`src/rtl/uart_pkg.sv`:
```
// rtl/uart_pkg.sv - shared types and constants for the UART transmit arbiter
package uart_pkg;

  localparam int DATA_W_DEF = 8;
  localparam int STATE_W    = 2;

  typedef enum logic [STATE_W-1:0] {
    IDLE      = 2'd0,
    LAUNCH    = 2'd1,
    WAIT_BUSY = 2'd2,
    WAIT_DONE = 2'd3
  } arb_state_e;

endpackage

```
`src/rtl/uart_tx_arbiter_rr_pick.sv`:
```
// rtl/uart_tx_arbiter_rr_pick.sv - combinational round-robin picker: first request above ptr, wrapping
module rr_pick #(
  parameter int N = 4
) (
  input  logic [N-1:0]         req,
  input  logic [$clog2(N)-1:0] ptr,
  output logic [N-1:0]         win,
  output logic [$clog2(N)-1:0] win_idx,
  output logic                 valid
);

  localparam int PTR_W = $clog2(N);

  int               cand;
  logic [PTR_W-1:0] cand_idx;

  // Scan ptr+1, ptr+2, ... wrapping, and keep the first requester found.
  always_comb begin
    win      = '0;
    win_idx  = '0;
    valid    = 1'b0;
    cand     = 0;
    cand_idx = '0;
    for (int i = 1; i <= N; i++) begin
      cand     = (int'(ptr) + i) % N;
      cand_idx = PTR_W'(cand);
      if (!valid && req[cand_idx]) begin
        valid         = 1'b1;
        win[cand_idx] = 1'b1;
        win_idx       = cand_idx;
      end
    end
  end

endmodule

```
`src/rtl/uart_tx_arbiter.sv`:
```
// rtl/uart_tx_arbiter.sv - round-robin sharing of one UART transmitter; packet lock under UART_ARB_LOCK_EN
module uart_tx_arbiter
  import uart_pkg::*;
#(
  parameter int N_REQ   = 4,
  parameter int DATA_W  = DATA_W_DEF,
  parameter int BUSY_TO = 16
) (
  input  logic                    clk,
  input  logic                    rst,
  input  logic [N_REQ-1:0]        req,
  input  logic [N_REQ*DATA_W-1:0] req_data,
  input  logic [N_REQ-1:0]        req_last,
  output logic [N_REQ-1:0]        ack,
  output logic [N_REQ-1:0]        grant,
  output logic [DATA_W-1:0]       tx_data,
  output logic                    tx_start,
  input  logic                    tx_busy,
  output logic                    arb_busy,
  output logic                    err_to
);

  localparam int PTR_W = $clog2(N_REQ);
  localparam int CNT_W = $clog2(BUSY_TO) + 1;
  localparam logic [CNT_W-1:0] TO_LAST = CNT_W'(BUSY_TO - 1);

  arb_state_e        state_q, state_d;
  logic [PTR_W-1:0]  ptr_q, ptr_d;
  logic [CNT_W-1:0]  cnt_q, cnt_d;
  logic [N_REQ-1:0]  grant_q, grant_d;
  logic [N_REQ-1:0]  ack_q, ack_d;
  logic              tx_start_q, tx_start_d;
  logic              err_to_q, err_to_d;
  logic [DATA_W-1:0] tx_data_q, tx_data_d;

  logic [N_REQ-1:0]  pick_req;
  logic [N_REQ-1:0]  pick_win;
  logic [PTR_W-1:0]  pick_idx;
  logic              pick_valid;
  logic              take;
  logic              to_fire;

  logic [DATA_W-1:0] slot [N_REQ];

  // Unpack the flat request data bus into one byte per requester.
  always_comb begin
    for (int i = 0; i < N_REQ; i++) begin
      slot[i] = req_data[i*DATA_W +: DATA_W];
    end
  end

`ifdef UART_ARB_LOCK_EN
  logic             lock_vld_q, lock_vld_d;
  logic [PTR_W-1:0] lock_id_q, lock_id_d;

  // While a packet owner is locked and still requesting, it is the only candidate.
  always_comb begin
    pick_req = req;
    if (lock_vld_q && req[lock_id_q]) begin
      pick_req            = '0;
      pick_req[lock_id_q] = 1'b1;
    end
  end

  // Lock follows the last flag of each granted byte; dropped owner or timeout frees the line.
  always_comb begin
    lock_vld_d = lock_vld_q;
    lock_id_d  = lock_id_q;
    if (state_q == IDLE && lock_vld_q && !req[lock_id_q]) begin
      lock_vld_d = 1'b0;
    end
    if (take) begin
      lock_vld_d = !req_last[pick_idx];
      lock_id_d  = pick_idx;
    end
    if (to_fire) begin
      lock_vld_d = 1'b0;
    end
  end

  // Lock register.
  always_ff @(posedge clk) begin
    if (rst) begin
      lock_vld_q <= 1'b0;
      lock_id_q  <= '0;
    end else begin
      lock_vld_q <= lock_vld_d;
      lock_id_q  <= lock_id_d;
    end
  end
`else
  logic unused_req_last;
  assign unused_req_last = ^req_last;

  // Pure per-byte round robin: every requester is a candidate.
  always_comb begin
    pick_req = req;
  end
`endif

  rr_pick #(
    .N (N_REQ)
  ) u_rr_pick (
    .req     (pick_req),
    .ptr     (ptr_q),
    .win     (pick_win),
    .win_idx (pick_idx),
    .valid   (pick_valid)
  );

  // Next-state and next-output logic for the transfer sequencer.
  always_comb begin
    state_d    = state_q;
    ptr_d      = ptr_q;
    cnt_d      = cnt_q;
    grant_d    = grant_q;
    ack_d      = '0;
    tx_start_d = 1'b0;
    err_to_d   = 1'b0;
    tx_data_d  = tx_data_q;
    take       = 1'b0;
    to_fire    = 1'b0;
    case (state_q)
      IDLE: begin
        // A busy line here means someone else is driving the transmitter; hold off.
        if (pick_valid && !tx_busy) begin
          take      = 1'b1;
          grant_d   = pick_win;
          ack_d     = pick_win;
          tx_data_d = slot[pick_idx];
          ptr_d     = pick_idx;
          state_d   = LAUNCH;
        end
      end
      LAUNCH: begin
        tx_start_d = 1'b1;
        cnt_d      = '0;
        state_d    = WAIT_BUSY;
      end
      WAIT_BUSY: begin
        if (tx_busy) begin
          state_d = WAIT_DONE;
        end else if (cnt_q == TO_LAST) begin
          // Byte is abandoned; it was already acked so the producer has moved on.
          to_fire  = 1'b1;
          err_to_d = 1'b1;
          grant_d  = '0;
          state_d  = IDLE;
        end else begin
          cnt_d = cnt_q + CNT_W'(1);
        end
      end
      WAIT_DONE: begin
        if (!tx_busy) begin
          grant_d = '0;
          state_d = IDLE;
        end
      end
      default: begin
        state_d = IDLE;
      end
    endcase
  end

  // State, pointer, counter and registered outputs.
  always_ff @(posedge clk) begin
    if (rst) begin
      state_q    <= IDLE;
      ptr_q      <= PTR_W'(N_REQ - 1);
      cnt_q      <= '0;
      grant_q    <= '0;
      ack_q      <= '0;
      tx_start_q <= 1'b0;
      err_to_q   <= 1'b0;
      tx_data_q  <= '0;
    end else begin
      state_q    <= state_d;
      ptr_q      <= ptr_d;
      cnt_q      <= cnt_d;
      grant_q    <= grant_d;
      ack_q      <= ack_d;
      tx_start_q <= tx_start_d;
      err_to_q   <= err_to_d;
      tx_data_q  <= tx_data_d;
    end
  end

  assign ack      = ack_q;
  assign grant    = grant_q;
  assign tx_data  = tx_data_q;
  assign tx_start = tx_start_q;
  assign err_to   = err_to_q;
  assign arb_busy = (state_q != IDLE);

endmodule

```
`config.mk`:
```
export PLATFORM = sky130hd
export DESIGN_NAME = uart_tx_arbiter
export DESIGN_NICKNAME = d
export VERILOG_FILES = /design/src/rtl/uart_pkg.sv /design/src/rtl/uart_tx_arbiter_rr_pick.sv /design/src/rtl/uart_tx_arbiter.sv
export SDC_FILE = /design/constraint.sdc
export NUM_CORES = 1
export LEC_CHECK = 0
export BUFFER_PORTS_ARGS = -buffer_cell sky130_fd_sc_hd__buf_2
export CAP_MARGIN = 5
export CORE_ASPECT_RATIO = 1.2
export CORE_MARGIN = 2
export CORE_UTILIZATION = 50
export CTS_BUF_LIST = sky130_fd_sc_hd__clkbuf_8 sky130_fd_sc_hd__clkbuf_16
export DETAILED_ROUTE_END_ITERATION = 12
export GPL_TIMING_DRIVEN = 0
export PLACE_DENSITY = 0.79
export SKIP_CTS_REPAIR_TIMING = 1
export SYNTH_ARGS = -nofsm -noshare
export SYNTH_HDL_FRONTEND = slang
export SYNTH_HIERARCHICAL = 1
export SYNTH_SLANG_ARGS = --single-unit
```
`constraint.sdc`:
```
create_clock -name clk -period 3.6 [get_ports clk]
set_input_delay 0.18 -clock clk [delete_from_list [all_inputs] [get_ports clk]]
set_output_delay 0.18 -clock clk [all_outputs]
set_load 0.005 [all_outputs]
```
After elaboration in Yosys (flattened, before gate mapping)
Cells that the tools add are included.
{"block": "totals", "regBits": 27, "inputBits": 43, "out_inout_bits": 19, "word_cells": 107}
{"block": "op_classes", "addsub": 5, "n_lt_le_gt_ge": 9, "eq_ne": 10, "n_mux": 46, "bitwise": 7, "n_reduce_logical": 22}
{"op": "4-bit two-way mux", "count": 8}
{"op": "8-bit binary-select mux with 2-bit select", "count": 1}
{"op": "2-bit two-way mux", "count": 8}
{"op": "8-bit two-way mux", "count": 2}
{"op": "1-bit two-way mux", "count": 14}
{"op": "2-bit by 3-bit < comparator with 1-bit output, second input constant", "count": 4}
{"op": "4-bit bitwise OR", "count": 3}
{"op": "4-bit case mux with 3 select lines", "count": 1}
{"op": "5-bit two-way mux", "count": 2}
{"op": "2-bit != test, second input constant", "count": 5}
{"op": "5-bit case mux with 2 select lines", "count": 1}
{"op": "1-bit binary-select mux with 2-bit select", "count": 4}
{"op": "1-bit demux with 2-bit select", "count": 4}
{"op": "2-bit by 1-bit greater-or-equal comparator with 1-bit output, second input constant", "count": 4}
{"op": "1-bit logical AND", "count": 8}
{"op": "2-bit case mux with 4 select lines", "count": 1}
{"op": "3-bit AND reduction", "count": 2}
{"op": "3-bit OR reduction", "count": 2}
{"op": "5-bit by 1-bit adder with 5-bit output, second input constant", "count": 1}
{"op": "5-bit by 4-bit == test with 1-bit output, second input constant", "count": 1}
{"op": "5-bit AND reduction", "count": 1}
{"op": "2-bit by 1-bit adder with 2-bit output, second input constant", "count": 2}
{"op": "2-bit adder, second input constant", "count": 2}
{"op": "2-bit == test, second input constant", "count": 2}
{"op": "other kinds (10)", "count": 16}

Logic depth before layout (Yosys ltp)
Gate-level depths: netlist of run 1.
{"block": "depth", "depth_word": 17, "mapped_depth": 12, "ltp_nobuf": 9}

By module
Netlist of run 1, hierarchy kept.
{"mod": "uart_tx_arbiter", "n_inst": 1, "cells_per_inst": 128, "area_per_inst_um2": 1278.7, "seq_area_each_um2": 540.5}
{"mod": "rr_pick", "n_inst": 1, "cells_per_inst": 68, "area_per_inst_um2": 525.5, "seq_area_each_um2": 0.0}

Worst setup path after synthesis of run 1
OpenSTA, ideal clock, no wires.
{"block": "synth_timing", "kind": "register to register", "startpoint": "register ptr_q[0]", "endpoint": "register tx_data_q[0] (netlist: tx_data[0])", "setup_ps": 134, "arrival_ps": 2369, "t_required_ps": 3466, "path_slack_ps": 1097, "stages_incl_launch_ff": 13, "path_buffers": 3, "synth_period_minus_slack_ps": 2503, "path_cell_list": "dfxtp_1 > buf_4 > inv_2 > ha_1 > buf_6 > a21oi_2 > nor3_1 > nor2_2 > o31a_1 > buf_2 > mux4_2 > nand2_1 > a21oi_1"}
{"block": "synth_between", "elab_chain_len": 17, "word_cells_on_any_way": 32, "classes_between": "add/sub (4); mux (19); bitwise (1); reduce/logical (8)"}
{"element": "start, declared", "line_no": "uart_tx_arbiter.sv:28", "rtl": "logic [PTR_W-1:0] ptr_q, ptr_d;"}
{"element": "start signal, assigned", "line_no": "uart_tx_arbiter.sv:169", "rtl": "ptr_q <= PTR_W'(N_REQ - 1);"}
{"element": "start signal, assigned", "line_no": "uart_tx_arbiter.sv:178", "rtl": "ptr_q <= ptr_d;"}
{"element": "2-bit by 1-bit adder with 2-bit output", "line_no": "uart_tx_arbiter_rr_pick.sv:25", "rtl": "cand = (int'(ptr) + i) % N;"}
{"element": "1-bit binary-select mux with 2-bit select", "line_no": "uart_tx_arbiter_rr_pick.sv:27", "rtl": "if (!valid && req[cand_idx]) begin"}
{"element": "1-bit two-way mux (not written as such)", "line_no": "uart_tx_arbiter_rr_pick.sv:27"}
{"element": "1-bit two-way mux", "line_no": "uart_tx_arbiter_rr_pick.sv:27"}
{"element": "1-bit logical NOT", "line_no": "uart_tx_arbiter_rr_pick.sv:27"}
{"element": "1-bit logical AND", "line_no": "uart_tx_arbiter_rr_pick.sv:27"}
{"element": "1-bit two-way mux", "line_no": "uart_tx_arbiter_rr_pick.sv:27"}
{"element": "1-bit logical NOT", "line_no": "uart_tx_arbiter_rr_pick.sv:27"}
{"element": "1-bit logical AND", "line_no": "uart_tx_arbiter_rr_pick.sv:27"}
{"element": "1-bit two-way mux", "line_no": "uart_tx_arbiter_rr_pick.sv:27"}
{"element": "1-bit logical NOT", "line_no": "uart_tx_arbiter_rr_pick.sv:27"}
{"element": "1-bit logical AND", "line_no": "uart_tx_arbiter_rr_pick.sv:27"}
{"element": "2-bit two-way mux (*)", "line_no": "uart_tx_arbiter_rr_pick.sv:27"}
{"element": "via pick_idx[0]", "line_no": "uart_tx_arbiter.sv:38", "rtl": "logic [PTR_W-1:0] pick_idx;"}
{"element": "2-bit inverter with 3-bit output (not written as such) (*)", "line_no": "uart_tx_arbiter.sv:130", "rtl": "tx_data_d = slot[pick_idx];"}
{"element": "8-bit binary-select mux with 2-bit select (*)", "line_no": "uart_tx_arbiter.sv:130"}
{"element": "8-bit two-way mux (not written as such) (*) (2 in series)", "line_no": "uart_tx_arbiter.sv:130"}
{"element": "end signal, assigned", "line_no": "uart_tx_arbiter.sv:184", "rtl": "tx_data_q <= tx_data_d;"}
{"element": "end, declared", "line_no": "uart_tx_arbiter.sv:34", "rtl": "logic [DATA_W-1:0] tx_data_q, tx_data_d;"}
The timed path passes the listed nets; every way through them passes the cells marked *. The select of a mux whose other input is x is not followed.
A chain may end at the register's enable or synchronous reset.

Worst setup path in the final report of run 1
Same ends and word-level chain as after synthesis.

==> flow_summary.ini, run 1 <==
[yosys]
yosysTopAreaCellShare = 0.300
synthCells = 196
synth-edff-count = 0
ys_seq_area_frac = 0.300
async_flop_share = 0
synthFlopType = dfxtp_1
post_synth_num_cell_types = 45
mappedNetlistNets = 249
syn_area_um2 = 1800
syn_avg_cell_area_um2 = 9.21
yosysWarnings = 6
netlist.top_cell.by_area = dfxtp_1
yosys-top-cells-area = dfxtp_1 (30%), mux4_2 (11%), nand2_1 (7.7%)
ys_seq_elements = 27

[global_routing]
grt_pass1_wl_um = 6690
first_global_vias = 1574
grt_max_degree = 15
antenna_found_initial = 0
overflow = 0
grt_usage = 0.198

[final_layout]
syn_to_final_growth_pct = 19.8
stdcell_area_um2 = 2160
final_util = 0.636
drive_above_1_share = 0.348
finalNonFillerCells = 290
nets = 307
n_antenna_cell = 0

[timing]
setup_viol = 0
fin_crit_ns = 2.80
tightest_slew_ns = 0.464
max_slew_margin = 0.691
skew_ns = 0.00342
tns_ns = 0
finalHoldViolations = 0
maxSlewViolCount = 0
grt_setup_unrepaired = false
maxClockFrequency_mhz = 357
fin_ws_ns = 0.802
hold_slack_ns = 0.130
final_min_period_over_clock_period = 0.777

[clock_tree]
cts_root_buffer = clkbuf_8
cts_tree = yes
clock_sinks = 27
cts_buffer_depth = 2
tritoncts.num_buffers = 3
h-tree-depth = 1
clkLatencyLatePin_ns = 0.26
clk_pin_slew_ns = 0.09

[floorplanning]
initial_core_util = 0.531
die_h_um = 69.8
die_w_um = 58.8
io_pins = 62
dieArea_um2 = 4110
row_count = 23
coreArea_um2 = 3400

[status]
violations = DRC
status = finished, violations left

[place]
dpl.hpwl_um = 2990
routabilityCongestion = 0.934
dp.cells = 286
dpl_cell_area_um2 = 2120
port_buffers = 53
dp_slack_ns = 0.810

[critical_path]
cp_max_fo = 10
cp-start-kind = flop
path_class = flop to flop
cp_data_arrival_time_ns = 2.94
required_ns = 3.74
critPathCaptureType = flop

[power_and_ir_drop]
p_leak_nw = 0.962
power_mw = 0.844
irDropWorstVdd_mv = 0.233
powerDensity_nw_per_um2 = 390

[hold_path]
hp-class = input port to flop

[drt]
firstDrtPassIters = 8
vias_per_cell = 5.79
drc = 3
routed_wl_um = 3840
vias = 1680
drt_iter0_drc = 79
wl_per_cell_um = 13.2
drt.antenna.violating_nets = 0

[flow_run]
cap_violations = 0
-- cells in the mapped netlist, types with 2 or more instances --
cell type,n
a31o_1,2
nor4_1,2
nand2b_1,5
a221o_1,4
ha_1,10
and3_1,4
mux4_2,9
mux2i_1,4
or4b_4,2
a21oi_2,2
dfxtp_1,27
nand3b_1,2
nand3_1,7
buf_2,3
clkbuf_1,3
o21ai_0,4
a21oi_1,16
buf_6,6
or3b_1,2
o21ai_1,7
nor2_1,8
a21boi_0,2
inv_1,6
a311oi_1,2
nand2_1,37
-- report_power, final --
part	total (mW)	leakage (nW)	internal (mW)	switching [mW]
Clock	0.165	0.0269	0.0763	0.0887
Combinational	0.335	0.715	0.171	0.164
Sequential	0.343	0.220	0.324	0.0195
-- path summary, 6_finish.rpt --
kind                                                 to                     from  slack (ns)  cells past startpoint
worst max-delay path            tx_data[0]$_SDFFE_PP0N_    ptr_q[0]$_SDFFE_PP1N_        0.80                     12
worst min-delay path                  err_to$_SDFF_PP0_                  tx_busy        0.13                      2
worst max register to register  tx_data[0]$_SDFFE_PP0N_    ptr_q[0]$_SDFFE_PP1N_        0.80                     12
worst min register to register  tx_data[6]$_SDFFE_PP0N_  tx_data[6]$_SDFFE_PP0N_        0.46                      2
-- area by class of cell --
cell class	instances	area [um^2]
fillers	298	1230
clock inverters	1	3.75
multi-input cells	148	1130
clock buffers	3	41.3
inverters	7	26.3
plain buffers	14	105
flip-flops and latches	27	541
well taps	37	46.3
repair buffers	53	265
-- sequential cells by signal, summed over array words and instances, names as in the netlist --
signal	count
ack	4
grant	4
state_q	2
err_to	1
cnt_q	5
tx_start	1
ptr_q	2
tx_data	8
-- per-layer routing --
metal	wire (um)	track usage	vias up
met5	0	0	-
met4	40	0.0657	0
met3	186	0.0187	4
met2	2000	0.340	51
met1	1610	0.252	794
li1	-	-	831
-- cell usage in the layout (no fill, tap or decap), drive strengths merged, types with 4 or more instances in the layout --
cell type,instances
and3,4
clkbuf,6
a21oi,18
mux4,9
mux2i,5
nand2b,5
buf,64
inv,8
nand3,7
nor2,9
a221o,4
dfxtp,27
o21ai,11
nand2,37
ha,10
-- logic make-up after synthesis --
logic type / after synthesis / share of synthesized area
AND/OR/NAND/NOR: 75 / 0.219
AO/OA/AOI/OAI: 49 / 0.192
flip-flops: 27 / 0.300
buffers and inverters: 21 / 0.0728
multiplexers: 14 / 0.147
adder cells (fa/ha/maj): 10 / 0.0693
-- critical path, stage by stage (launching register included) --
cell	delay, ns
dfxtp_1	0.51
buf_4	0.24
inv_2	0.09
ha_1	0.31
buf_6	0.15
a21oi_2	0.11
nor3_1	0.07
nor2_2	0.08
o31a_1	0.14
buf_2	0.28
mux4_2	0.54
nand2_1	0.09
a21oi_1	0.06
Note: power is estimated with default switching activity, not from simulation.
==> run 2: changes to the inputs <==
--- a/config.mk
+++ b/config.mk
@@ -9,11 +9,11 @@
 export CAP_MARGIN = 5
 export CORE_ASPECT_RATIO = 1.2
 export CORE_MARGIN = 2
-export CORE_UTILIZATION = 50
+export CORE_UTILIZATION = 45
 export CTS_BUF_LIST = sky130_fd_sc_hd__clkbuf_8 sky130_fd_sc_hd__clkbuf_16
 export DETAILED_ROUTE_END_ITERATION = 12
 export GPL_TIMING_DRIVEN = 0
-export PLACE_DENSITY = 0.79
+export PLACE_DENSITY = 0.75
 export SKIP_CTS_REPAIR_TIMING = 1
 export SYNTH_ARGS = -nofsm -noshare
 export SYNTH_HDL_FRONTEND = slang
==> constraint.sdc (replaced) <==
create_clock -name clk -period 2.5 [get_ports clk]
set_input_delay 0.125 -clock clk [delete_from_list [all_inputs] [get_ports clk]]
set_output_delay 0.125 -clock clk [all_outputs]
set_load 0.005 [all_outputs]
==> run 2 against run 1 <==
The run now ends clean. Cell area rose by 4.9%. Global-route usage fell by 1.5 points. Count of clock-buffer cells in the layout did not move. First-iteration DRC count fell by 10%. Register-to-register slack got worse by 0.70 ns. Clock power rose by 49%.
==> flow_summary.ini, run 2 (same netlist as run 1, synthesis figures left out) <==
[floorplanning]
die_h_um = 73.4
coreArea_um2 = 3910
io_pins = 62
row_count = 25
die_w_um = 61.8
dieArea_um2 = 4530
initial_core_util = 0.461

[final_layout]
syn_to_final_growth_pct = 25.6
mostFrequentLayoutCells = buf_2 (55), nand2_1 (37), dfxtp_1 (25), a21oi_1 (16)
largest_register_ffs = 8
finalNonFillerCells = 312
fillers = 379
final_util = 0.580
drive_above_1_share = 0.384
layout_commonest_cell = buf_2
nets = 312
n_antenna_cell = 0

[global_routing]
overflow = 0
antenna_found_initial = 0
first_global_vias = 1579
grt_usage = 0.183
grt_max_degree = 17
grt_pass1_wl_um = 6490

[timing]
tightest_slew_ns = 0.450
maxSlewViolCount = 0
finalHoldViolations = 0
fin_ws_ns = 0.0986
max_slew_margin = 0.700
final_min_period_over_clock_period = 0.961
maxClockFrequency_mhz = 416
setup_viol = 0
fin_crit_ns = 2.40
tns_ns = 0
skew_ns = 0.00573

[place]
dp.cells = 303
dp_slack_ns = -0.284
dpl.hpwl_um = 3040
routabilityCongestion = 0.949
port_buffers = 53

[clock_tree]
tritoncts.num_buffers = 3
clkLatencyLatePin_ns = 0.27
h-tree-depth = 1
cts_buffer_depth = 2
clk_pin_slew_ns = 0.09
cts_tree = yes
cts_root_buffer = clkbuf_8
clock_sinks = 27

[hold_path]
min_from = tx_busy
hp-class = input port to flop

[critical_path]
required_ns = 2.67
r2r_start = ptr_q[0]$_SDFFE_PP1N_
cp-start-kind = flop
cp_data_arrival_time_ns = 2.57
cp_max_fo = 9
critPathCaptureType = flop
crit_path_start = ptr_q[0]$_SDFFE_PP1N_
path_class = flop to flop

[power_and_ir_drop]
powerDensity_nw_per_um2 = 558
p_leak_nw = 0.985
power_mw = 1.26
irDropWorstVdd_mv = 0.221

[drt]
vias_per_cell = 5.37
vias = 1675
firstDrtPassIters = 4
wl_per_cell_um = 12.5
routed_wl_um = 3900
drt_iter0_drc = 71
drc = 0
drt.antenna.violating_nets = 0

[status]
status = finished, final reports clean

[flow_run]
cap_violations = 0
==> run 2: area by class of cell <==
| class | count | area [um^2] | area share |
|---|---|---|---|
| inverter | 7 | 26.3 | 0.0116 |
| timing repair buffer | 59 | 310 | 0.137 |
| tap | 54 | 67.6 | 0.0298 |
| sequential | 27 | 548 | 0.242 |
| buffer | 13 | 111 | 0.0491 |
| clock inverter | 1 | 7.51 | 0.00331 |
| clock buffer | 3 | 41.3 | 0.0182 |
| multi-input combinational | 148 | 1150 | 0.509 |
==> run 2: power breakdown <==
part | internal, mW | leakage (nW) | switching (mW)
Sequential | 0.468 | 0.220 | 0.0283
Clock | 0.113 | 0.0217 | 0.133
Combinational | 0.277 | 0.743 | 0.246
Total | 0.857 | 0.985 | 0.408
==> run 2: final timing paths <==
check                                  to  slack [ns]  cells past startpoint
setup / recovery  tx_data[3]$_SDFFE_PP0N_         0.1                     10
hold / removal          err_to$_SDFF_PP0_        0.07                      2
setup reg to reg  tx_data[3]$_SDFFE_PP0N_         0.1                     10
hold reg to reg   tx_data[7]$_SDFFE_PP0N_        0.46                      2
==> run 2: per-stage QoR <==
step	hold WS, ns	area [um^2]
final	0.0679	2270
after global routing	0.0684	2270
after CTS	0.0623	2190
after detailed placement	0.354	2140
after global placement	0.350	2140
after floorplan	0.333	1810
==> run 2: worst max-delay path, cell delays in order (launching register included) <==
cell and delay, ns:
dfxtp_4 0.39, buf_6 0.12, buf_4 0.16, nor2_1 0.25
nand2_1 0.15, o22ai_4 0.20, o31a_1 0.23, buf_4 0.17
mux4_2 0.49, nand2_1 0.09, a21oi_1 0.06
==> run 2: metal layers <==
metal / global-route usage / share of wire / vias to the layer above
li1: - / - / 837
met1: 0.214 / 0.43 / 791
met2: 0.326 / 0.52 / 39
met3: 0.0194 / 0.035 / 8
met4: 0.0804 / 0.019 / 0
met5: 0 / 0 / -
==> run 3: changes to the inputs <==
--- a/config.mk
+++ b/config.mk
@@ -5,15 +5,18 @@
 export SDC_FILE = /design/constraint.sdc
 export NUM_CORES = 1
 export LEC_CHECK = 0
+export ABC_AREA = 1
 export BUFFER_PORTS_ARGS = -buffer_cell sky130_fd_sc_hd__buf_2
 export CAP_MARGIN = 5
+export CELL_PAD_IN_SITES_DETAIL_PLACEMENT = 1
+export CELL_PAD_IN_SITES_GLOBAL_PLACEMENT = 2
 export CORE_ASPECT_RATIO = 1.2
 export CORE_MARGIN = 2
-export CORE_UTILIZATION = 45
+export CORE_UTILIZATION = 23
 export CTS_BUF_LIST = sky130_fd_sc_hd__clkbuf_8 sky130_fd_sc_hd__clkbuf_16
 export DETAILED_ROUTE_END_ITERATION = 12
 export GPL_TIMING_DRIVEN = 0
-export PLACE_DENSITY = 0.75
+export PLACE_DENSITY = 0.74
 export SKIP_CTS_REPAIR_TIMING = 1
 export SYNTH_ARGS = -nofsm -noshare
 export SYNTH_HDL_FRONTEND = slang
==> run 3 against run 2 <==
Synthesized cell count is 45% higher. Worst hold slack better by 0.015 ns. Count of clock-buffer cells in the layout stayed put. Synthesized area is 3.0% higher. Power grew to 2.6 times the previous value. Global-route usage is 5.9 points lower. Setup slack better by 0.12 ns. Via count is 17% higher. Flip-flop and latch count stayed put.
==> flow_summary.ini, run 3 <==
[floorplanning]
row_count = 35
initial_core_util = 0.240
io_pins = 62
die_h_um = 102
die_w_um = 86.1
dieArea_um2 = 8820
coreArea_um2 = 7750

[power_and_ir_drop]
p_leak_nw = 1.21
powerDensity_nw_per_um2 = 1410
irDropWorstVdd_mv = 0.615
power_mw = 3.33

[yosys]
netlist.top_cell.by_area = dfxtp_1
synthFlopType = dfxtp_1
syn_avg_cell_area_um2 = 6.52
async_flop_share = 0
yosysTopAreaCellShare = 0.291
synth-edff-count = 0
synthCells = 285
post_synth_num_cell_types = 31
synth.most_common_cell = nor2_1
syn_area_um2 = 1860
synth.cells.most_frequent = nor2_1 (56), nand2_1 (44), inv_1 (31)
ys_seq_elements = 27
ys_seq_area_frac = 0.291
yosys-top-cells-area = dfxtp_1 (29%), nor2_1 (11%), nand2_1 (8.9%)
yosysWarnings = 6
mappedNetlistNets = 338

[critical_path]
cp_max_fo = 10
crit_cells = 16
critical_path.reg2reg.endpoint = tx_data[4]$_SDFFE_PP0N_
ff2ff_path_depth = 16
r2r_setup_slack_ns = 0.22
max_stage_delay_ns = 0.40
cp_slowest_cell = dfxtp_4
cp-start-kind = flop
cpMostUsedCell = nor2_1
critPathCaptureType = flop
cp_data_arrival_time_ns = 2.46
crit_chain = clkinvlp_4 > ha_4 > inv_1 > nand2_4 > nand2_2 > inv_2 > nand2_1 > nor2_1 > a21oi_2 > buf_2 > nor2_1 > nor2_1 > o21ai_0 > o21ai_1 > o21ai_1 > inv_1
required_ns = 2.68
path_class = flop to flop
r2r_start = ptr_q[1]$_SDFFE_PP1N_
worst-path-buf-inv = 5
cp_top_family = buffers and inverters

[final_layout]
layout_commonest_cell = buf_2
syn_to_final_growth_pct = 27.4
mostFrequentLayoutCells = buf_2 (59), nor2_1 (56), nand2_1 (44), inv_1 (30), dfxtp_1 (25)
drive_above_1_share = 0.295
fillers = 988
largest_register_ffs = 8
multi_input_comb_area_um2 = 1140
finalNonFillerCells = 441
n_antenna_cell = 0
regArea_um2 = 548
nets = 403

[drt]
vias_per_cell = 4.45
drt_iter0_drc = 76
drc = 0
drt.antenna.violating_nets = 0
wl_per_cell_um = 12.2
vias = 1963
firstDrtPassIters = 4
routed_wl_um = 5370

[clock_tree]
cts_tree = yes
clock_sinks = 27
cts_buffer_depth = 2
cts_root_buffer = clkbuf_8
clk_pin_slew_ns = 0.10
clkLatencyLatePin_ns = 0.28
tritoncts.num_buffers = 3
h-tree-depth = 1

[timing]
grt_setup_unrepaired = false
skew_ns = 0.00817
hold_slack_ns = 0.0832
fin_crit_ns = 2.28
maxClockFrequency_mhz = 439
final_min_period_over_clock_period = 0.912
setup_viol = 0
tightest_slew_ns = 0.316
maxSlewViolCount = 0
finalHoldViolations = 0
max_slew_margin = 0.789

[place]
dpl.hpwl_um = 4320
port_buffers = 56
routabilityCongestion = 0.801
dp.cells = 433

[flow_run]
cap_violations = 0

[global_routing]
grt_pass1_wl_um = 9010
antenna_found_initial = 0
grt_usage = 0.124
overflow = 0
first_global_vias = 2048
grt_max_degree = 15

[hold_path]
min_from = tx_busy
hp-class = input port to flop
hold_depth = 2
hold_path_end = err_to$_SDFF_PP0_

[status]
status = finished, final reports clean
-- run 3: changes by cell type in the layout (fill, tap and decap cells not counted), moves of 8 or more --
cell,before,now
inv_1,6,30
o21ai_1,7,15
o21ai_0,4,21
nand3_1,7,17
mux4_2,9,0
nor2_1,8,56
-- run 3: area by class of cell --
cell class                 instances  share of cell area
multi-input combinational        212               0.484
sequential                        27               0.232
timing repair buffer              60               0.131
inverter                          39              0.0655
tap                               92              0.0486
buffer                             7              0.0206
clock buffer                       3              0.0174
clock inverter                     1             0.00159
-- run 3: worst max-delay path by stage --
stage | start | to | slack (ns)
floorplan | ptr_q[0]$_SDFFE_PP1N_ | tx_data[1]$_SDFFE_PP0N_ | 0.23
global placement | ptr_q[0]$_SDFFE_PP1N_ | tx_data[7]$_SDFFE_PP0N_ | -0.34
detailed placement | ptr_q[0]$_SDFFE_PP1N_ | tx_data[6]$_SDFFE_PP0N_ | -0.37
CTS | ptr_q[0]$_SDFFE_PP1N_ | tx_data[6]$_SDFFE_PP0N_ | -0.38
global route | ptr_q[1]$_SDFFE_PP1N_ | tx_data[4]$_SDFFE_PP0N_ | 0.0006
finish | ptr_q[1]$_SDFFE_PP1N_ | tx_data[4]$_SDFFE_PP0N_ | 0.22
-- run 3: metal layers --
layer	up-vias	GRT usage	part of all wire
met5	-	0	0
met4	0	0.0256	0.0078
met3	4	0.0178	0.049
met2	49	0.231	0.49
met1	873	0.152	0.45
li1	1037	-	-
-- run 3: kinds of logic after synthesis --
| family | after synthesis | share of synthesized area |
|---|---|---|
| adders and majority gates | 10 | 0.0673 |
| DFF | 27 | 0.291 |
| and+or+nand+nor | 146 | 0.374 |
| AOI/OAI and AO/OA | 56 | 0.162 |
| buffers and inverters | 46 | 0.105 |
-- run 3: power by group --
part | internal [mW] | switching, mW | leakage [nW]
logic | 0.855 | 1.53 | 0.960
clock network | 0.110 | 0.146 | 0.0269
registers | 0.579 | 0.106 | 0.222
-- run 3: per-stage QoR --
| step | setup TNS, ns | utilization | instance area, um^2 | setup slack (ns) |
|---|---|---|---|---|
| 3_5_place_dp | -2.48 | 0.291 | 2250 | -0.367 |
| 4_1_cts | -2.64 | 0.297 | 2300 | -0.382 |
| 3_3_place_gp | -2.39 | 0.291 | 2250 | -0.342 |
| 5_1_grt | 0 | 0.305 | 2370 | 0.000560 |
| 2_1_floorplan | 0 | - | 1860 | 0.226 |
| 6_report | 0 | 0.305 | 2370 | 0.221 |
